$ cat src/rtl/board_pkg.sv
// Shared constants and types for the 4x4 tile board renderer: board size,
// exponent width, border thickness and the tile colour table.
package board_pkg;

  localparam int BOARD_CELLS = 16;
  localparam int EXP_W       = 4;
  localparam int BORDER_PX   = 2;

  typedef logic [EXP_W-1:0]             exp_t;
  typedef logic [2:0]                   color_t;
  typedef exp_t [BOARD_CELLS-1:0]       board_t;

  localparam color_t COL_BG     = 3'b000;
  localparam color_t COL_BORDER = 3'b111;
  localparam color_t COL_BLINK  = 3'b111;
  localparam exp_t   EXP_BLINK  = 4'd11;

  // Entry n is the steady colour of a tile with exponent n (index 15 first).
  localparam logic [BOARD_CELLS-1:0][2:0] TILE_COLORS = {
    3'b111, 3'b111, 3'b111, 3'b111, 3'b110, 3'b111, 3'b111, 3'b111,
    3'b111, 3'b111, 3'b110, 3'b101, 3'b100, 3'b011, 3'b010, 3'b001
  };

endpackage

$ cat src/rtl/board_renderer_if.sv
// Shadow-board write port: cell writes with a valid/ready handshake plus a
// one-cycle commit pulse that publishes the shadow board at the next blanking.
interface board_renderer_if;
  import board_pkg::*;

  logic wr_valid;
  logic wr_ready;
  logic [3:0] wr_idx;
  exp_t wr_exp;
  logic wr_commit;

  modport master (output wr_valid, output wr_idx, output wr_exp, output wr_commit,
                  input  wr_ready);
  modport slave  (input  wr_valid, input  wr_idx, input  wr_exp, input  wr_commit,
                  output wr_ready);

endinterface

$ cat src/rtl/tile_color_lut.sv
// Combinational exponent-to-colour map; the blink bit only affects exponent 11.
module tile_color_lut
  import board_pkg::*;
(
  input  exp_t   tile_exp,
  input  logic   blink,
  output color_t color
);

  // Look up the tile colour, overriding exponent 11 while blinking.
  always_comb begin
    color = COL_BG;
    if (blink && (tile_exp == EXP_BLINK)) begin
      color = COL_BLINK;
    end else begin
      color = TILE_COLORS[tile_exp];
    end
  end

endmodule

$ cat src/rtl/board_renderer.sv
// Renders a double-buffered 4x4 tile board into the VGA pixel stream with a
// fixed 2-cycle latency. Optional macro TILE_BLINK_EN makes exponent 11 blink.
module board_renderer
  import board_pkg::*;
#(
  parameter int BOARD_X0  = 192,
  parameter int BOARD_Y0  = 112,
  parameter int CELL_LOG2 = 6
) (
  input  logic       CLK,
  input  logic       RST,
  input  logic [9:0] col,
  input  logic [9:0] row,
  input  logic       vnotactive,
  output logic       rin,
  output logic       gin,
  output logic       bin,
  board_renderer_if.slave wr
);

  localparam logic [10:0] X_LO      = 11'(BOARD_X0);
  localparam logic [10:0] X_HI      = 11'(BOARD_X0 + (4 << CELL_LOG2));
  localparam logic [10:0] Y_LO      = 11'(BOARD_Y0);
  localparam logic [10:0] Y_HI      = 11'(BOARD_Y0 + (4 << CELL_LOG2));
  localparam logic [10:0] CELL_MASK = 11'((1 << CELL_LOG2) - 1);

  board_t     shadow_r;
  board_t     display_r;
  logic       pending_r;
  logic       vna_d_r;
  logic       s1_in_r;
  logic       s1_border_r;
  logic       s1_vna_r;
  logic [3:0] s1_idx_r;
  color_t     rgb_r;

  logic        edge_s;
  logic        copy_s;
  logic        wr_fire_s;
  logic        blink_s;
  logic [10:0] dx_s;
  logic [10:0] dy_s;
  logic [1:0]  cx_s;
  logic [1:0]  cy_s;
  logic        in_board_s;
  logic        border_s;
  color_t      lut_color_s;

  assign edge_s    = vnotactive & ~vna_d_r;
  assign copy_s    = edge_s & (pending_r | wr.wr_commit);
  assign wr_fire_s = wr.wr_valid & ~pending_r;
  assign wr.wr_ready = ~pending_r;

  // Unsigned 11-bit offsets: columns left of the board wrap high and fail the range test.
  assign dx_s = {1'b0, col} - X_LO;
  assign dy_s = {1'b0, row} - Y_LO;
  assign cx_s = 2'(dx_s >> CELL_LOG2);
  assign cy_s = 2'(dy_s >> CELL_LOG2);
  assign in_board_s = ({1'b0, col} >= X_LO) && ({1'b0, col} < X_HI) &&
                      ({1'b0, row} >= Y_LO) && ({1'b0, row} < Y_HI);
  assign border_s   = ((dx_s & CELL_MASK) < 11'(BORDER_PX)) ||
                      ((dy_s & CELL_MASK) < 11'(BORDER_PX));

  // Shadow writes, commit tracking and the blanking-time publish to the display board.
  always_ff @(posedge CLK) begin
    if (RST) begin
      shadow_r  <= '0;
      display_r <= '0;
      pending_r <= 1'b0;
      vna_d_r   <= 1'b0;
    end else begin
      vna_d_r <= vnotactive;
      if (copy_s) begin
        display_r <= shadow_r;
        pending_r <= 1'b0;
      end else if (wr.wr_commit) begin
        pending_r <= 1'b1;
      end else begin
        pending_r <= pending_r;
      end
      if (wr_fire_s) begin
        shadow_r[wr.wr_idx] <= wr.wr_exp;
      end else begin
        shadow_r <= shadow_r;
      end
    end
  end

`ifdef TILE_BLINK_EN
  logic [4:0] frame_cnt_r;

  // Frame counter drives the blink phase: 16 frames steady, 16 frames bright.
  always_ff @(posedge CLK) begin
    if (RST) begin
      frame_cnt_r <= 5'd0;
    end else if (edge_s) begin
      frame_cnt_r <= frame_cnt_r + 5'd1;
    end else begin
      frame_cnt_r <= frame_cnt_r;
    end
  end

  assign blink_s = frame_cnt_r[4];
`else
  assign blink_s = 1'b0;
`endif

  tile_color_lut u_lut (
    .tile_exp (display_r[s1_idx_r]),
    .blink    (blink_s),
    .color    (lut_color_s)
  );

  // Stage 1 geometry decode, stage 2 colour select.
  always_ff @(posedge CLK) begin
    if (RST) begin
      s1_in_r     <= 1'b0;
      s1_border_r <= 1'b0;
      s1_vna_r    <= 1'b0;
      s1_idx_r    <= 4'd0;
      rgb_r       <= COL_BG;
    end else begin
      s1_in_r     <= in_board_s;
      s1_border_r <= border_s;
      s1_vna_r    <= vnotactive;
      s1_idx_r    <= {cy_s, cx_s};
      if (s1_vna_r || !s1_in_r) begin
        rgb_r <= COL_BG;
      end else if (s1_border_r) begin
        rgb_r <= COL_BORDER;
      end else begin
        rgb_r <= lut_color_s;
      end
    end
  end

  assign rin = rgb_r[2];
  assign gin = rgb_r[1];
  assign bin = rgb_r[0];

endmodule

$ cat src/flat_wrapper.sv
// flat-port wrapper written by rule: the top's interface ports become plain ports
module board_renderer_flat import board_pkg::*;
#(
  parameter int BOARD_X0  = 192,
  parameter int BOARD_Y0  = 112,
  parameter int CELL_LOG2 = 6
)
  (CLK, RST, col, row, vnotactive, rin, gin, bin, wr_wr_valid, wr_wr_idx, wr_wr_exp, wr_wr_commit, wr_wr_ready);
  board_renderer_if wr_i ();
  input  logic CLK;
  input  logic RST;
  input  logic [9:0] col;
  input  logic [9:0] row;
  input  logic vnotactive;
  output logic rin;
  output logic gin;
  output logic bin;
  input wire logic [$bits(wr_i.wr_valid)-1:0] wr_wr_valid;
  input wire logic [$bits(wr_i.wr_idx)-1:0] wr_wr_idx;
  input wire logic [$bits(wr_i.wr_exp)-1:0] wr_wr_exp;
  input wire logic [$bits(wr_i.wr_commit)-1:0] wr_wr_commit;
  output wire logic [$bits(wr_i.wr_ready)-1:0] wr_wr_ready;
  assign wr_i.wr_valid = wr_wr_valid;
  assign wr_i.wr_idx = wr_wr_idx;
  assign wr_i.wr_exp = wr_wr_exp;
  assign wr_i.wr_commit = wr_wr_commit;
  assign wr_wr_ready = wr_i.wr_ready;
  board_renderer #(.BOARD_X0(BOARD_X0), .BOARD_Y0(BOARD_Y0), .CELL_LOG2(CELL_LOG2)) u_core (.CLK(CLK), .RST(RST), .col(col), .row(row), .vnotactive(vnotactive), .rin(rin), .gin(gin), .bin(bin), .wr(wr_i));
endmodule
$ cat config.mk
export PLATFORM = sky130hd
export DESIGN_NAME = board_renderer_flat
export DESIGN_NICKNAME = d
export VERILOG_FILES = /design/src/rtl/board_pkg.sv /design/src/rtl/board_renderer_if.sv /design/src/rtl/tile_color_lut.sv /design/src/rtl/board_renderer.sv /design/src/flat_wrapper.sv
export SDC_FILE = /design/constraint.sdc
export NUM_CORES = 1
export LEC_CHECK = 0
export ABC_AREA = 1
export CORE_AREA = 4 4 126 128
export DETAILED_ROUTE_END_ITERATION = 10
export DIE_AREA = 0 0 130 132
export GPL_TIMING_DRIVEN = 0
export SKIP_LAST_GASP = 1
export SYNTH_ARGS = -nofsm -noshare
export SYNTH_HDL_FRONTEND = slang
export SYNTH_HIERARCHICAL = 1
export SYNTH_SLANG_ARGS = --single-unit
$ cat constraint.sdc
create_clock -name CLK -period 1.8 [get_ports CLK]
set_input_delay 0.36 -clock CLK [delete_from_list [all_inputs] [get_ports CLK]]
set_output_delay 0.36 -clock CLK [all_outputs]
set_load 0.02 [all_outputs]
* Yosys cells after proc, flatten, opt, wreduce, memory -nomap -nowiden
Memories as Yosys holds them, arrays and structs flattened.
Index checks and enable logic that the tools add are counted.
** Word-level totals
- Register bits :: 139
- Bits in latches :: 0
- Memory bits (writable) :: 0
- Bits in read-only memories :: 48
- Bits of input ports :: 33
- Output and inout bits :: 4
- Memories :: 1
** Memories
- (no name shown) :: depth 16, bits a word 3, read ports 1, clocked after memory_dff 0, wr ports 0, RTL line tile_color_lut.sv:16 : color = TILE_COLORS[tile_exp];
** Cells by class
- Add/sub/neg operators :: 2
- $mul :: 0
- Div/mod/pow operators :: 0
- $lt $le $gt $ge :: 10
- Equal/unequal tests :: 0
- Shifts and indexed selects :: 0
- Muxes and demuxes :: 7
- Bitwise operators :: 6
- Reduce and logical (&&, ||, !) cells :: 9
** Operator list (count)
- $bwmux 64 :: 1
- $lt 10x9->1 const B :: 2
- $bmux 4 s4 :: 1
- $demux 4 s4 :: 1
- $lt 4x5->1 const B :: 3
- $lt 6x2->1 const B :: 2
- $ge 10x7->1 const B :: 1
- $ge 10x8->1 const B :: 1
- $mux 4 :: 2
- $sub 8x7->8 const B :: 1
- $sub 8x8->8 const B :: 1
- $mux 3 :: 2
- $ge 4x1->1 const B :: 1
- $logic_and 1x1->1 :: 4
- $reduce_or 2->1 :: 2
- $and 1x1->1 :: 3
- $logic_or 1x1->1 :: 2
- $not 1->1 :: 2
- $logic_not 1->1 :: 1
- $or 1x1->1 :: 1

* Longest topological paths before layout
Gate-level depths: netlist of run 1.
- Word-level depth :: 5
- Depth in mapped cells :: 17

* By module
The synthesis of run 1 kept the hierarchy.
** By module, submodules not included
- board_renderer :: instances 1, cells an instance 790, area an instance 5733.0 um2, seq. area each 2782.7 um2
- tile_color_lut :: instances 1, cells an instance 20, area an instance 116.4 um2, seq. area each 0.0 um2

* Least setup slack after synthesis of run 1
OpenSTA, ideal clock, no wires.
- Path type :: register -> register
- From :: register u_core.s1_idx_r[1]
- To :: register u_core.rgb_r[1]
- Setup time :: 114 ps
- Data arrival time :: 1712 ps
- Slack :: -26 ps
- Stages on the path, launching flop included :: 14
- Buffers on the path :: 2
- Period minus slack after synthesis :: 1826 ps
- Cells stage by stage :: dfxtp_1 buf_2 inv_1 buf_4 nand3_1 nand3_1 nand3_1 nand2_1 inv_1 ha_1 a21oi_1 o21ai_0 nor2_1 nor2_1
** On the way
- Word-level cells in the longest chain between the ends :: 5
** RTL lines
- from (decl) :: RTL line board_renderer.sv:34 : logic [3:0] s1_idx_r;
- from (signal assigned) :: RTL line board_renderer.sv:126 : s1_idx_r <= {cy_s, cx_s};
- $bmux 4 s4 :: RTL line board_renderer.sv:109 : .tile_exp (display_r[s1_idx_r]),
- $mux 4 (implied by the code) :: RTL line board_renderer.sv:109
- $mem_v2 16x3
- $mux 3 (implied by the code) :: RTL line tile_color_lut.sv:16
- named net u_core.lut_color_s[1] :: RTL line board_renderer.sv:47 : color_t lut_color_s;
- $mux 3 :: RTL line board_renderer.sv:129 : end else if (s1_border_r) begin
- to (signal assigned) :: RTL line board_renderer.sv:132 : rgb_r <= lut_color_s;
- to (decl) :: RTL line board_renderer.sv:35 : color_t rgb_r;
The timed path passes the listed nets, and every way through them passes these cells. The select of a mux whose other input is x is not followed.
A chain may end at the register's enable or synchronous reset.

* Final worst setup path of run 1
- From :: register u_core.s1_idx_r[0]
- To :: register u_core.rgb_r[1]
The elaborated chain is that of the path after synthesis.

==> reports/metrics.csv, run 1 <==
stage,metric,value,unit
timing,finalHoldViolCount,0,
outcome,violations,setup timing,
logic_synthesis,yosys.area.top_type,dfxtp_1,
clock_network,tritoncts,built,
timing,fmax,0.552,GHz
timing,tightest_slew,0.680,ns
hold_path,hp-class,reg2reg,
drt,drt-initial-drc-count,431,
power,cellPowerDensity,1080,nW/um^2
clock_network,cts_buffers,17,
drt,ant_nets,0,
logic_synthesis,synth-seq-cells,139,
logic_synthesis,synth.most_common_cell,nand2_1,
drt,wl_met2,8060,um
cells_and_area,fillCellCount,1493,
logic_synthesis,ys_types,25,
power,p_leak,0.00303,uW
drt,drc,0,
power,switching_share,0.244,
drt,num_vias,5438,
place,place.detailed.hpwl,12100,um
timing,fin_tns_setup,-0.0147,ns
drt,wl_met1,7980,um
critical_path,critPathArrivalTime,2.12,ns
power,share_seq_of_total_power,0.404,
drt,top_layer,met4,
logic_synthesis,synth_edf_count,0,
logic_synthesis,synthTopCellsByCount,"149 x nand2_1, 139 x dfxtp_1, 95 x o21ai_0",
global_routing,grt_usage,0.208,
timing,setup_viol,2,
global_routing,grt_max_degree,17,
critical_path,worstPathCellList,buf_8 > buf_8 > o21ai_2 > nand2_1 > nand3_2 > nand3_2 > nand2_2 > inv_4 > ha_4 > a21oi_2 > o21ai_1 > nor2_1 > nor2_1,
global_routing,grt_pass1_wl,27200,um
drt,dr_wl_met3,893,um
drt,drt-total-wl,17300,um
die,die_w,130,um
critical_path,endpoint_kind,flip-flop,
cells_and_area,multi_input_area,2670,sq um
cells_and_area,area_growth,28.6,%
cells_and_area,antenna_cells,0,
logic_synthesis,ys_warn_count,6,
power,ir_worst_vdd,0.743,mV
cells_and_area,seq_area,2790,sq um
timing,worst_slack,-0.0105,ns
outcome,status,"complete, but fails checks",
place,gp_congestion,0.914,
critical_path,slowest_delay,0.37,ns
logic_synthesis,netlist_instances,810,
clock_network,cts_buffer_depth,2,
clock_network,htreeDepth,4,
power,combPwrFrac,0.123,
clock_network,clkLatencyLatePin,0.42,ns
logic_synthesis,async_flop_share,0,
logic_synthesis,synth_area,5850,sq um
drt,wl_per_cell,16.1,um
die,rows,45,
logic_synthesis,syn_nets,848,
logic_synthesis,avgSynthCellArea,7.22,sq um
critical_path,cp_max_fo,8,
place,placement.setup.worst_slack,-0.514,ns
power,p_int,6120,uW
logic_synthesis,seq_area_frac_synth,0.476,
critical_path,path_class,reg2reg,
drt,firstDrtPassIters,5,
clock_network,clk_pin_slew,0.06,ns
clock_network,cts.sinks,139,
timing,maxSlewViolCount,0,
power,power.net_switching,1980,uW
global_routing,grt_pass1_vias,5194,
logic_synthesis,synth_area_leaders,"dfxtp_1 48%, nand2_1 9.6%, o21ai_0 8.1%",
die,coreArea,14900,sq um
timing,rsz0062_at_grt,true,
cells_and_area,fin_nets,911,
global_routing,antenna_found_initial,0,
die,start_util,0.394,
die,fp.dieH,132,um
die,die_area,17200,sq um
timing,period_share,1.01,
cells_and_area,final_layout_size_suffix_gt1_frac,0.157,
power,p_clk_frac,0.473,
clock_network,clock-root-buffer,clkbuf_16,
critical_path,cp-start-kind,flip-flop,
timing,relSlewSlack,0.547,
place,io_buffer_count,33,
global_routing,grt_overflow,0,
flow_run,max-cap-violations,0,
critical_path,worstPathRequired,2.11,ns
logic_synthesis,ys.flop_type,dfxtp_1,
drt,via_per_inst,5.06,
timing,fin_skew,0.00946,ns
critical_path,cpMaxStageDelayCell,dfxtp_4,
timing,fin_crit,1.81,ns
logic_synthesis,synth_top_area_frac,0.476,
die,ios,37,
[power by group through the flow]
stage / clock network, uW / registers [uW] / logic (uW)
after global routing: 4020 / 3280 / 1100
after global placement: 0 / 3330 / 831
after floorplan: 0 / 3310 / 550
after detailed placement: 0 / 3330 / 833
final: 3830 / 3270 / 1000
after CTS: 3880 / 3270 / 950
[logic make-up after synthesis]
group | Yosys count | synth area share
other cells | 1 | 0.000641
xor+xnor | 2 | 0.00300
compound gates | 192 | 0.164
buf+inv | 137 | 0.105
fa+ha+maj | 5 | 0.0107
simple gates | 334 | 0.240
flops | 139 | 0.476
[repair_timing]
| item | 4_1_cts | 5_1_grt |
|---|---|---|
| hold buffers | 0 | 0 |
| resized for setup | 63 | 28 |
| pin swaps | 31 | 23 |
| buffers inserted | 10 | 2 |
| endpoints found under the setup margin | 3 | 4 |
| cloned | 1 | 0 |
[per-layer routing]
layer  up-vias  GRT usage
li1       2747          -
met1      2522      0.276
met2       141      0.328
met3        28     0.0486
met4         0     0.0751
met5         -          0
[worst max-delay path: cells and delay by family (launching register included)]
kind / cells / cell delay (ns)
buffers and inverters: 3 / 0.35
adder cells (fa/ha/maj): 1 / 0.21
flip-flops: 1 / 0.37
AO/OA/AOI/OAI: 3 / 0.31
AND/OR/NAND/NOR: 6 / 0.47
[cell usage in the layout, fill, tap and decap left out, types with 3 or more instances in the layout]
cell type          n
clkinv_1           5
nand2_2           14
nor2_2             6
a21oi_1           93
buf_4              9
clkinv_2           4
buf_2              6
clkdlybuf4s50_1   32
inv_1             77
dfxtp_1          137
clkbuf_1          16
buf_6             15
nand2_1          135
o21ai_0           90
nor3_1             4
o21ai_1            6
nor2_4             3
bufinv_16          5
inv_2              5
nand3_1           57
nor2_1            87
nand3_2           25
buf_8              5
clkbuf_2           4
clkbuf_16         19
[area by class of cell]
type	instances	share of cell area
Tap cell	188	0.0313
Multi-Input combinational cell	534	0.354
Buffer	46	0.0502
Inverter	90	0.0462
Sequential cell	139	0.370
Clock buffer	20	0.0607
Clock inverter	12	0.0258
Timing Repair Buffer	45	0.0610
[final timing paths]
check,from,end,slack (ns),depth (start not counted)
setup / recovery,u_core/s1_idx_r[0],u_core/rgb_r[1],-0.01,13
hold / removal,u_core/shadow_r[21],u_core/shadow_r[21],0.45,2
setup reg to reg,u_core/s1_idx_r[0],u_core/rgb_r[1],-0.01,13
hold reg to reg,u_core/shadow_r[21],u_core/shadow_r[21],0.45,2
[through the flow]
stage	std cells	power (uW)	cell area, sq um	hold WS [ns]	util
6_report	1074	8100	7520	0.455	0.506
5_1_grt	1074	8400	7520	0.466	0.506
4_1_cts	1072	8100	7400	0.455	0.498
3_5_place_dp	1031	4160	6420	0.445	0.432
3_3_place_gp	1031	4160	6420	0.440	0.432
2_1_floorplan	810	3860	5850	0.424	-
[flip-flops by register name (all words and copies together), names as in the netlist]
signal and cells:
u_core/shadow_r 64, u_core/s1_vna_r 1, u_core/pending_r 1, u_core/s1_border_r 1, u_core/s1_idx_r 4, u_core/display_r 64
u_core/s1_in_r 1, u_core/rgb_r 3
Power figures use the tool's default switching activity.
==> run 2: changes to the inputs <==
- PLACE_DENSITY: default -> 0.54
- clock period: 1.8 -> 2.35 ns (I/O delays scaled with it)
==> run 2 against run 1 <==
  * The flow now finishes without violations
  * Via count fell by 0.57%
  * Register-to-register slack better by 0.21 ns
  * Clock skew hardly changed
  * Cell area is 6.3% lower
  * Cell count is 1.0% lower
  * First-iteration DRC count rose by 7.9%
  * Worst setup slack improved by 0.21 ns
  * Combinational power down 34%
  * Critical endpoint unchanged
  * Largest power group unchanged
==> reports/metrics.csv, run 2 (synthesis results as in run 1) <==
stage,metric,value,unit,change
clock_network,htreeDepth,4,,unchanged
hold_path,holdPathStages,2,,unchanged
clock_network,cts_buffers,17,,unchanged
drt,drt-total-wl,18000,um,was 17300 um
cells_and_area,antenna_cells,0,,unchanged
timing,maxSlewViolCount,0,,unchanged
global_routing,antenna_found_initial,0,,unchanged
timing,fin_skew,0.00947,ns,was 0.00946 ns
drt,drc,0,,unchanged
power,cellPowerDensity,839,nW/um^2,was 1080 nW/um^2
place,dp.cells,1031,,unchanged
global_routing,grtUsageMet1,0.278,,was 0.276
critical_path,cp-start-kind,flip-flop,,unchanged
clock_network,cts.sinks,139,,unchanged
die,start_util,0.394,,unchanged
timing,period_share,0.914,,was 1.01
global_routing,grt_pass1_wl,27700,um,was 27200 um
critical_path,r2r_start,u_core/s1_idx_r[1],,was u_core/s1_idx_r[0]
timing,tightest_slew,0.786,ns,was 0.680 ns
hold_path,holdPathEnd,u_core/display_r[55],,was u_core/shadow_r[21]
critical_path,cpMaxStageDelayCell,dfxtp_1,,was dfxtp_4
clock_network,tritoncts,built,,unchanged
die,die_area,17200,sq um,unchanged
timing,worst_slack,0.201,ns,was -0.0105 ns
cells_and_area,fin_nets,900,,was 911
critical_path,r2r_end,u_core/rgb_r[1],,unchanged
critical_path,path_class,reg2reg,,unchanged
timing,finalHoldViolCount,0,,unchanged
die,coreArea,14900,sq um,unchanged
timing,fmax,0.465,GHz,was 0.552 GHz
drt,wl_per_cell,16.9,um,was 16.1 um
cells_and_area,utilization,0.475,,was 0.506
critical_path,ff2ff_path_depth,13,,unchanged
critical_path,endpoint_kind,flip-flop,,unchanged
cells_and_area,final_layout_size_suffix_gt1_frac,0.0914,,was 0.157
global_routing,busiest_layer,met2,,unchanged
timing,fin_crit,2.15,ns,was 1.81 ns
timing,fin_tns_setup,0,ns,was -0.0147 ns
critical_path,critPathArrivalTime,2.47,ns,was 2.12 ns
die,rows,45,,unchanged
power,finalPower,5920,uW,was 8100 uW
global_routing,grt_pass1_vias,5187,,was 5194
timing,rsz0062_at_grt,false,,was true
global_routing,grt_usage,0.213,,was 0.208
drt,via_per_inst,5.09,,was 5.06
global_routing,met3_usage,0.0450,,was 0.0486
drt,num_vias,5407,,was 5438
clock_network,hold_buffers,0,,unchanged
critical_path,r2r_setup_slack,0.20,ns,was -0.01 ns
cells_and_area,final_cell_mix,"148 x nand2_1, 138 x dfxtp_1, 95 x o21ai_0",,"was 137 x dfxtp_1, 135 x nand2_1, 93 x a21oi_1"
timing,setup_viol,0,,was 2
die,fp.dieH,132,um,unchanged
drt,ant_nets,0,,unchanged
critical_path,slowest_delay,0.29,ns,was 0.37 ns
timing,relSlewSlack,0.476,,was 0.547
clock_network,clk_pin_slew,0.06,ns,about the same
critical_path,cp_max_fo,10,,was 8
critical_path,worstPathRequired,2.67,ns,was 2.11 ns
critical_path,worstPathCellList,clkbuf_4 > clkinvlp_4 > buf_4 > nand3_1 > nand3_1 > nand3_1 > nand2_2 > inv_1 > ha_1 > a21oi_1 > o21ai_0 > nor2_1 > nor2_1,,was buf_8 > buf_8 > o21ai_2 > nand2_1 > nand3_2 > nand3_2 > nand2_2 > inv_4 > ha_4 > a21oi_2 > o21ai_1 > nor2_1 > nor2_1
global_routing,grt_use_met2,0.347,,was 0.328
drt,drt-initial-drc-count,465,,was 431
cells_and_area,mostFrequentLayoutCell,nand2_1,,was dfxtp_1
hold_path,hp-class,reg2reg,,unchanged
place,io_buffer_count,33,,unchanged
cells_and_area,reg.largest.list,"u_core/display_r x64, u_core/shadow_r x64, u_core/s1_idx_r x4",,unchanged
die,ios,37,,unchanged
outcome,status,"complete, no violations",,"was complete, but fails checks"
drt,firstDrtPassIters,5,,unchanged
die,die_w,130,um,unchanged
clock_network,clock-root-buffer,clkbuf_16,,unchanged
clock_network,cts_buffer_depth,2,,unchanged
cells_and_area,area_growth,20.6,%,was 28.6%
critical_path,path_common_cell,nand3_1,,
place,placement.setup.worst_slack,-0.0619,ns,was -0.514 ns
hold_path,hold_start,u_core/display_r[55],,was u_core/shadow_r[21]
global_routing,grt_max_degree,17,,unchanged
place,place.detailed.hpwl,13100,um,was 12100 um
global_routing,grt_overflow,0,,unchanged
place,gp_congestion,0.880,,was 0.914
power,p_leak,0.00282,uW,was 0.00303 uW
clock_network,clkLatencyLatePin,0.43,ns,was 0.42 ns
power,ir_worst_vdd,0.508,mV,was 0.743 mV
flow_run,max-cap-violations,0,,unchanged
cells_and_area,stdcell_count,1063,,was 1074
==> run 2: metal layers <==
metal  part of all wire  vias up
met5                  0        -
met4              0.024        0
met3              0.050       26
met2               0.48      140
met1               0.45     2525
li1                   -     2716
==> run 2: layout make-up <==
class / instances / area, sq um
plain buffers: 46 / 290
inverters: 90 / 342
repair buffers: 34 / 338
clock inverters: 11 / 143
clock buffers: 21 / 470
well taps: 188 / 235
fillers: 1560 / 7810
multi-input cells: 534 / 2450
flip-flops and latches: 139 / 2780
==> run 2: how the worst max path moves through the flow <==
stage / cells after the start / endpoint / slack, ns / startpoint
detailed placement: 13 / u_core/rgb_r[1] / -0.06 / u_core/s1_idx_r[1]
global route: 14 / u_core/rgb_r[1] / 0.02 / u_core/s1_idx_r[0]
finish: 13 / u_core/rgb_r[1] / 0.20 / u_core/s1_idx_r[1]
global placement: 13 / u_core/rgb_r[1] / -0.02 / u_core/s1_idx_r[0]
CTS: 13 / u_core/rgb_r[1] / 0.01 / u_core/s1_idx_r[0]
floorplan: 13 / u_core/rgb_r[1] / 0.52 / u_core/s1_idx_r[1]
==> run 2: metrics by stage <==
| stage | hold slack [ns] | cell area, sq um |
|---|---|---|
| after floorplan | 0.424 | 5850 |
| after global placement | 0.437 | 6410 |
| after detailed placement | 0.445 | 6410 |
| after CTS | 0.453 | 7040 |
| after global routing | 0.467 | 7050 |
| final | 0.453 | 7050 |
==> run 2: worst max-delay path, delay by kind of cell, from the launching register on <==
family | cells | cell delay (ns)
adder cells (fa/ha/maj) | 1 | 0.29
AO/OA/AOI/OAI | 2 | 0.23
AND/OR/NAND/NOR | 6 | 0.66
buffers and inverters | 4 | 0.56
flip-flops | 1 | 0.29
==> run 2: power breakdown <==
part	leakage, uW	internal [uW]	switching [uW]	total (uW)
Sequential	0.00113	2460	45.1	2500
Clock	0.000287	1740	1010	2760
Combinational	0.00140	230	429	659
Total	0.00282	4430	1480	5920
==> run 2: timing repair <==
item	in CTS	in global routing
setup buffers	1	0
gates resized for setup	3	10
gates cloned	0	0
setup endpoints to repair	1	2
hold endpoints to repair	0	0
==> run 3: changes to the inputs <==
- ABC_CLOCK_PERIOD_IN_PS: default -> 2350
==> results of run 3 <==
The final DEF is identical to that of run 2; final timing and power are the same.
